**src/rtl/weight_row_loader.sv**
```systemverilog
// Pops one weight matrix from Weight_FIFO and streams it to the PE array one
// row per accepted beat, top row (most-significant slice) first.
module weight_row_loader #(
  parameter int WEIGHT_BW   = 8,
  parameter int NUM_PE_ROWS = 8,
  parameter int MATRIX_SIZE = 8,
  parameter int DATA_WIDTH  = WEIGHT_BW * NUM_PE_ROWS * MATRIX_SIZE,
  parameter int ROW_W       = WEIGHT_BW * MATRIX_SIZE,
  parameter int IDX_W       = $clog2(NUM_PE_ROWS)
) (
  input  logic                  clk,
  input  logic                  rst,
  input  logic                  start,
  input  logic                  fifo_empty,
  output logic                  fifo_read_enable,
  input  logic [DATA_WIDTH-1:0] fifo_data_out,
  output logic [ROW_W-1:0]      row_data,
  output logic [IDX_W-1:0]      row_index,
  output logic                  row_valid,
  input  logic                  row_ready,
  output logic                  busy,
  output logic                  load_done
);

  typedef enum logic [2:0] {
    S_IDLE,
    S_READ,
    S_CAPTURE,
    S_SHIFT,
    S_DONE
  } state_t;

  localparam logic [IDX_W-1:0] LAST_ROW = IDX_W'(NUM_PE_ROWS - 1);

  state_t                state_q;
  logic                  pending_q;
  logic [DATA_WIDTH-1:0] shadow_q;
  logic [IDX_W-1:0]      cnt_q;
  logic                  rd_en_q;
  logic                  valid_q;
  logic                  done_q;

  // Handshake: a beat transfers on any cycle where row_valid && row_ready;
  // while row_ready is low the beat (data and index) is held unchanged.
  always_ff @(posedge clk) begin
    if (rst) begin
      state_q   <= S_IDLE;
      pending_q <= 1'b0;
      shadow_q  <= '0;
      cnt_q     <= '0;
      rd_en_q   <= 1'b0;
      valid_q   <= 1'b0;
      done_q    <= 1'b0;
    end else begin
      rd_en_q <= 1'b0;
      done_q  <= 1'b0;
      if (start) begin
        pending_q <= 1'b1;
      end
      case (state_q)
        S_IDLE: begin
          // A start in this very cycle is serviced directly, never queued.
          if ((pending_q || start) && !fifo_empty) begin
            state_q   <= S_READ;
            rd_en_q   <= 1'b1;
            pending_q <= 1'b0;
          end
        end
        S_READ: begin
          state_q <= S_CAPTURE;
        end
        S_CAPTURE: begin
          shadow_q <= fifo_data_out;
          cnt_q    <= LAST_ROW;
          valid_q  <= 1'b1;
          state_q  <= S_SHIFT;
        end
        S_SHIFT: begin
          if (row_ready) begin
            if (cnt_q == '0) begin
              valid_q <= 1'b0;
              done_q  <= 1'b1;
              state_q <= S_DONE;
            end else begin
              cnt_q <= cnt_q - 1'b1;
            end
          end
        end
        S_DONE: begin
          state_q <= S_IDLE;
        end
        default: begin
          state_q <= S_IDLE;
        end
      endcase
    end
  end

  assign fifo_read_enable = rd_en_q;
  assign row_valid        = valid_q;
  assign load_done        = done_q;
  assign row_data         = shadow_q[cnt_q*ROW_W +: ROW_W];
  assign row_index        = cnt_q;
  assign busy             = (state_q != S_IDLE) || pending_q;

endmodule

```
**config.mk**
```make
export PLATFORM = sky130hd
export DESIGN_NAME = weight_row_loader
export DESIGN_NICKNAME = d
export VERILOG_FILES = /design/src/rtl/weight_row_loader.sv
export SDC_FILE = /design/constraint.sdc
export NUM_CORES = 1
export LEC_CHECK = 0
export ABC_AREA = 1
export BUFFER_PORTS_ARGS = -buffer_cell sky130_fd_sc_hd__buf_2
export CAP_MARGIN = 20
export CELL_PAD_IN_SITES_DETAIL_PLACEMENT = 1
export CELL_PAD_IN_SITES_GLOBAL_PLACEMENT = 2
export CORE_MARGIN = 1
export CORE_UTILIZATION = 26
export DETAILED_ROUTE_END_ITERATION = 16
export HOLD_SLACK_MARGIN = 0.08
export PLACE_DENSITY = 0.76
export SLEW_MARGIN = 10
export SYNTH_ARGS = -nofsm -noshare
export SYNTH_HDL_FRONTEND = slang
export SYNTH_SLANG_ARGS = --single-unit
export TNS_END_PERCENT = 20
```
**constraint.sdc**
```tcl
create_clock -name clk -period 1.6 [get_ports clk]
set_input_delay 0.08 -clock clk [delete_from_list [all_inputs] [get_ports clk]]
set_output_delay 0.08 -clock clk [all_outputs]
set_load 0.005 [all_outputs]
```
==> flow_metrics.tcl <==
set metrics [dict create \
    cp_slowest_cell "dfxtp_4" \
    nNetsFinal 4837 \
    path_clk_slew_ns 0.06 \
    cts_max_level 2 \
    synth_simple_gate_area_share_pct 15.7 \
    r2r-end "shadow_q[82]$_SDFFE_PP0N_" \
    synth.ff_latch_count 522 \
    total_power_mw 45.3 \
    dieWidth_um 299 \
    grt_max_degree 106 \
    violations "setup timing" \
    yosys-top-cells-area "dfxtp_1 (45%), a21oi_1 (17%), nand2_1 (9.7%)" \
    yosys.area_share.adder_pct 0.109 \
    yosysWarnings 0 \
    worst-path-max-fanout 48 \
    gp_congestion 0.891 \
    synth_area_mm2 0.0230 \
    clockBufferDepth 3 \
    dp_hpwl_mm 79.7 \
    final_area_mm2 0.0367 \
    synth_xor_xnor_area_share_pct 0 \
    min_from "fifo_data_out[438]" \
    peakVddDrop_v 0.000880 \
    numCtsBuffers 60 \
    min_path_cells 4 \
    max_slew_margin_pct 57.4 \
    finalHoldViolCount 0 \
    tns_ns -39.22 \
    grt_pass1_wl_mm 177 \
    finalWorstSetupSlack_ns -0.722 \
    wire_per_inst_um 22.2 \
    max_cap_viol_count 0 \
    critPathArrivalTime_ns 2.24 \
    cp-startpoint "row_index[1]$_SDFFE_PP0P_" \
    wl_mm 123 \
    synth_top_area_cell "dfxtp_1" \
    die_h_um 299 \
    die_area_mm2 0.0896 \
    hp-class "input port to flop" \
    grt_pass1_vias 27800 \
    num_rows 108 \
    track_usage_pct 26.0 \
    crit_top_cell "nand2_1" \
    synth_compound_area_share_pct 28.1 \
    crit_family "buffers and inverters" \
    grt_antenna_before_repair 21 \
    grt-ovfl-total 0 \
    cp_cell_sequence "buf_4 -> buf_16 -> a21oi_1 -> o21ai_0 -> nand2_1 -> nand2_2 -> nand2_1 -> buf_2" \
    postSynthCellCount 3252 \
    layout_min_cycle_time_ns 2.32 \
    syn_avg_cell_area_um2 7.07 \
    clk_latency_ns 0.63 \
    status "complete, but fails checks" \
    ys_seq_area_share_pct 45.5 \
    reg2reg_depth 8 \
    io_buffers 587 \
    synthMuxAreaShare_pct 0 \
    end_kind "output port" \
    min_period_over_period_pct 145 \
    vias 27400 \
    drt_iter0_drc 1660 \
    yosysUniqueCellTypes 18 \
    r2r-start "state_q[2]$_SDFFE_PP0P_" \
    synth_top_family_by_area "compound AO/OA/AOI/OAI gates" \
    dr.pass1.iters 5 \
    io-pin-count 588 \
    power.density_mw_per_mm2 1240 \
    critical_path_class "flop to output port" \
    worst-path-buf-inv 3 \
    drive_gt1_share_pct 24.8 \
    cts_tree "built" \
    viasPerCell 4.95 \
    worstPathRequired_ns 1.52 \
    ant_nets 0 \
    drc 0 \
    skew_ns 0.0230 \
    root_buffer "clkbuf_16" \
    fmax_ghz 0.431 \
    cts.sinks 522 \
    critPathMaxStageDelay_ns 0.38 \
    area_growth_pct 59.5 \
    syn-num-nets 3771 \
    initial_core_util_pct 26.4 \
    fp.coreArea_mm2 0.0872 \
    place_area_mm2 0.0280 \
    critPathLaunchType "flop" \
    min_to "shadow_q[438]$_SDFFE_PP0N_" \
    tightestPinTransition_ns 0.638 \
    rsz0062_at_grt "true" \
    leakagePower_nw 15.0 \
    r2r_setup_slack_ns -0.01 \
    synthDominantCellAreaShare_pct 45.5 \
    holdWs_ns 0.260 \
    setup_viol 69 \
    slew_viol_final 0 \
    utilization_pct 42.1 \
]
==> registers in the layout, summed over array words and instances, names as in the netlist <==
| name | flops |
|---|---|
| fifo_read_enable | 1 |
| state_q | 3 |
| load_done | 1 |
| shadow_q | 512 |
| row_valid | 1 |
| row_index | 3 |
| pending_q | 1 |
==> routing by layer <==
layer	up-vias	share of wire [%]	track usage (%)	wire length, um
li1	13000	-	-	-
met3	287	4.9	3.88	6070
met4	18	5.0	12.3	6100
met2	895	47	43.0	57600
met1	13100	43	33.3	53000
met5	-	0.10	0	123
==> cell families after synthesis <==
group,Yosys count
AOI/OAI and AO/OA,1290
adders and majority gates,2
buffers and inverters,569
DFF,522
and+or+nand+nor,869
==> synthesized netlist by cell type <==
cell type	number
a21oi_1	772
nand2_1	592
dfxtp_1	522
o21ai_0	411
inv_1	269
nand3_1	261
clkbuf_1	157
o21ai_1	106
buf_2	87
buf_6	23
buf_1	20
nor2_1	10
buf_4	9
inv_2	4
nor3_1	4
ha_1	2
nand2_2	2
a31oi_1	1
==> cells in the final DEF (no fill, tap or decap), drive strengths merged <==
cell / instances
o21ai: 517
inv: 275
dfxtp: 522
ha: 2
clkinv: 10
diode: 13
nor2: 10
nand2: 594
bufinv: 3
a21oi: 772
a31oi: 1
buf: 771
dlygate4sd3: 518
clkbuf: 101
nor3: 4
bufbuf: 2
nand3: 261
==> cell type report <==
class	count	area [um2]
diodes	13	32.5
fillers	10600	50500
clock buffers	93	1900
flip-flops and latches	522	10500
repair buffers	1299	10800
multi-input cells	2161	10800
clock inverters	14	153
repair inverters	1	11.3
inverters	273	1070
well taps	1155	1450
==> repair_timing <==
| item | in CTS | in global routing |
|---|---|---|
| pin swaps | 22 | 26 |
| setup buffers | 7 | 11 |
| hold buffers | 518 | 0 |
| resized for setup | 153 | 194 |
| endpoints found under the hold margin | 522 | 0 |
| endpoints found under the setup margin | 69 | 169 |
| gates cloned | 6 | 9 |
==> tightest hold or removal path, delay by kind of cell <==
| family | cells | cell delay [ns] |
|---|---|---|
| buffers and inverters | 2 | 0.60 |
| AO/OA/AOI/OAI | 2 | 0.17 |
==> where the power goes <==
part           leakage, nW  total (mW)  switching, mW  internal, mW
Clock                 1.03        14.4           5.89          8.55
Sequential            4.26        15.5          0.746          14.8
Combinational         9.68        15.3           9.21          6.13
Total                 15.0        45.3           15.8          29.4
==> worst max-delay path by stage <==
stage                           endpoint  slack [ns]  depth (start not counted)
2_1_floorplan  row_index[0]$_SDFFE_PP0P_     -0.0004                         12
3_3_place_gp                row_data[50]       -0.22                          9
3_5_place_dp                row_data[45]       -0.24                          9
4_1_cts                      row_data[3]       -0.70                          8
5_1_grt                      row_data[3]       -0.75                          8
6_report                     row_data[5]       -0.72                          8
==> per-stage QoR <==
| stage | cells | worst slack [ns] |
|---|---|---|
| 4_1_cts | 5500 | -0.699 |
| 2_1_floorplan | 3252 | -0.000444 |
| 3_3_place_gp | 4862 | -0.220 |
| 6_report | 5531 | -0.722 |
| 5_1_grt | 5529 | -0.749 |
| 3_5_place_dp | 4862 | -0.240 |
Note: power is estimated with default switching activity, not from simulation.
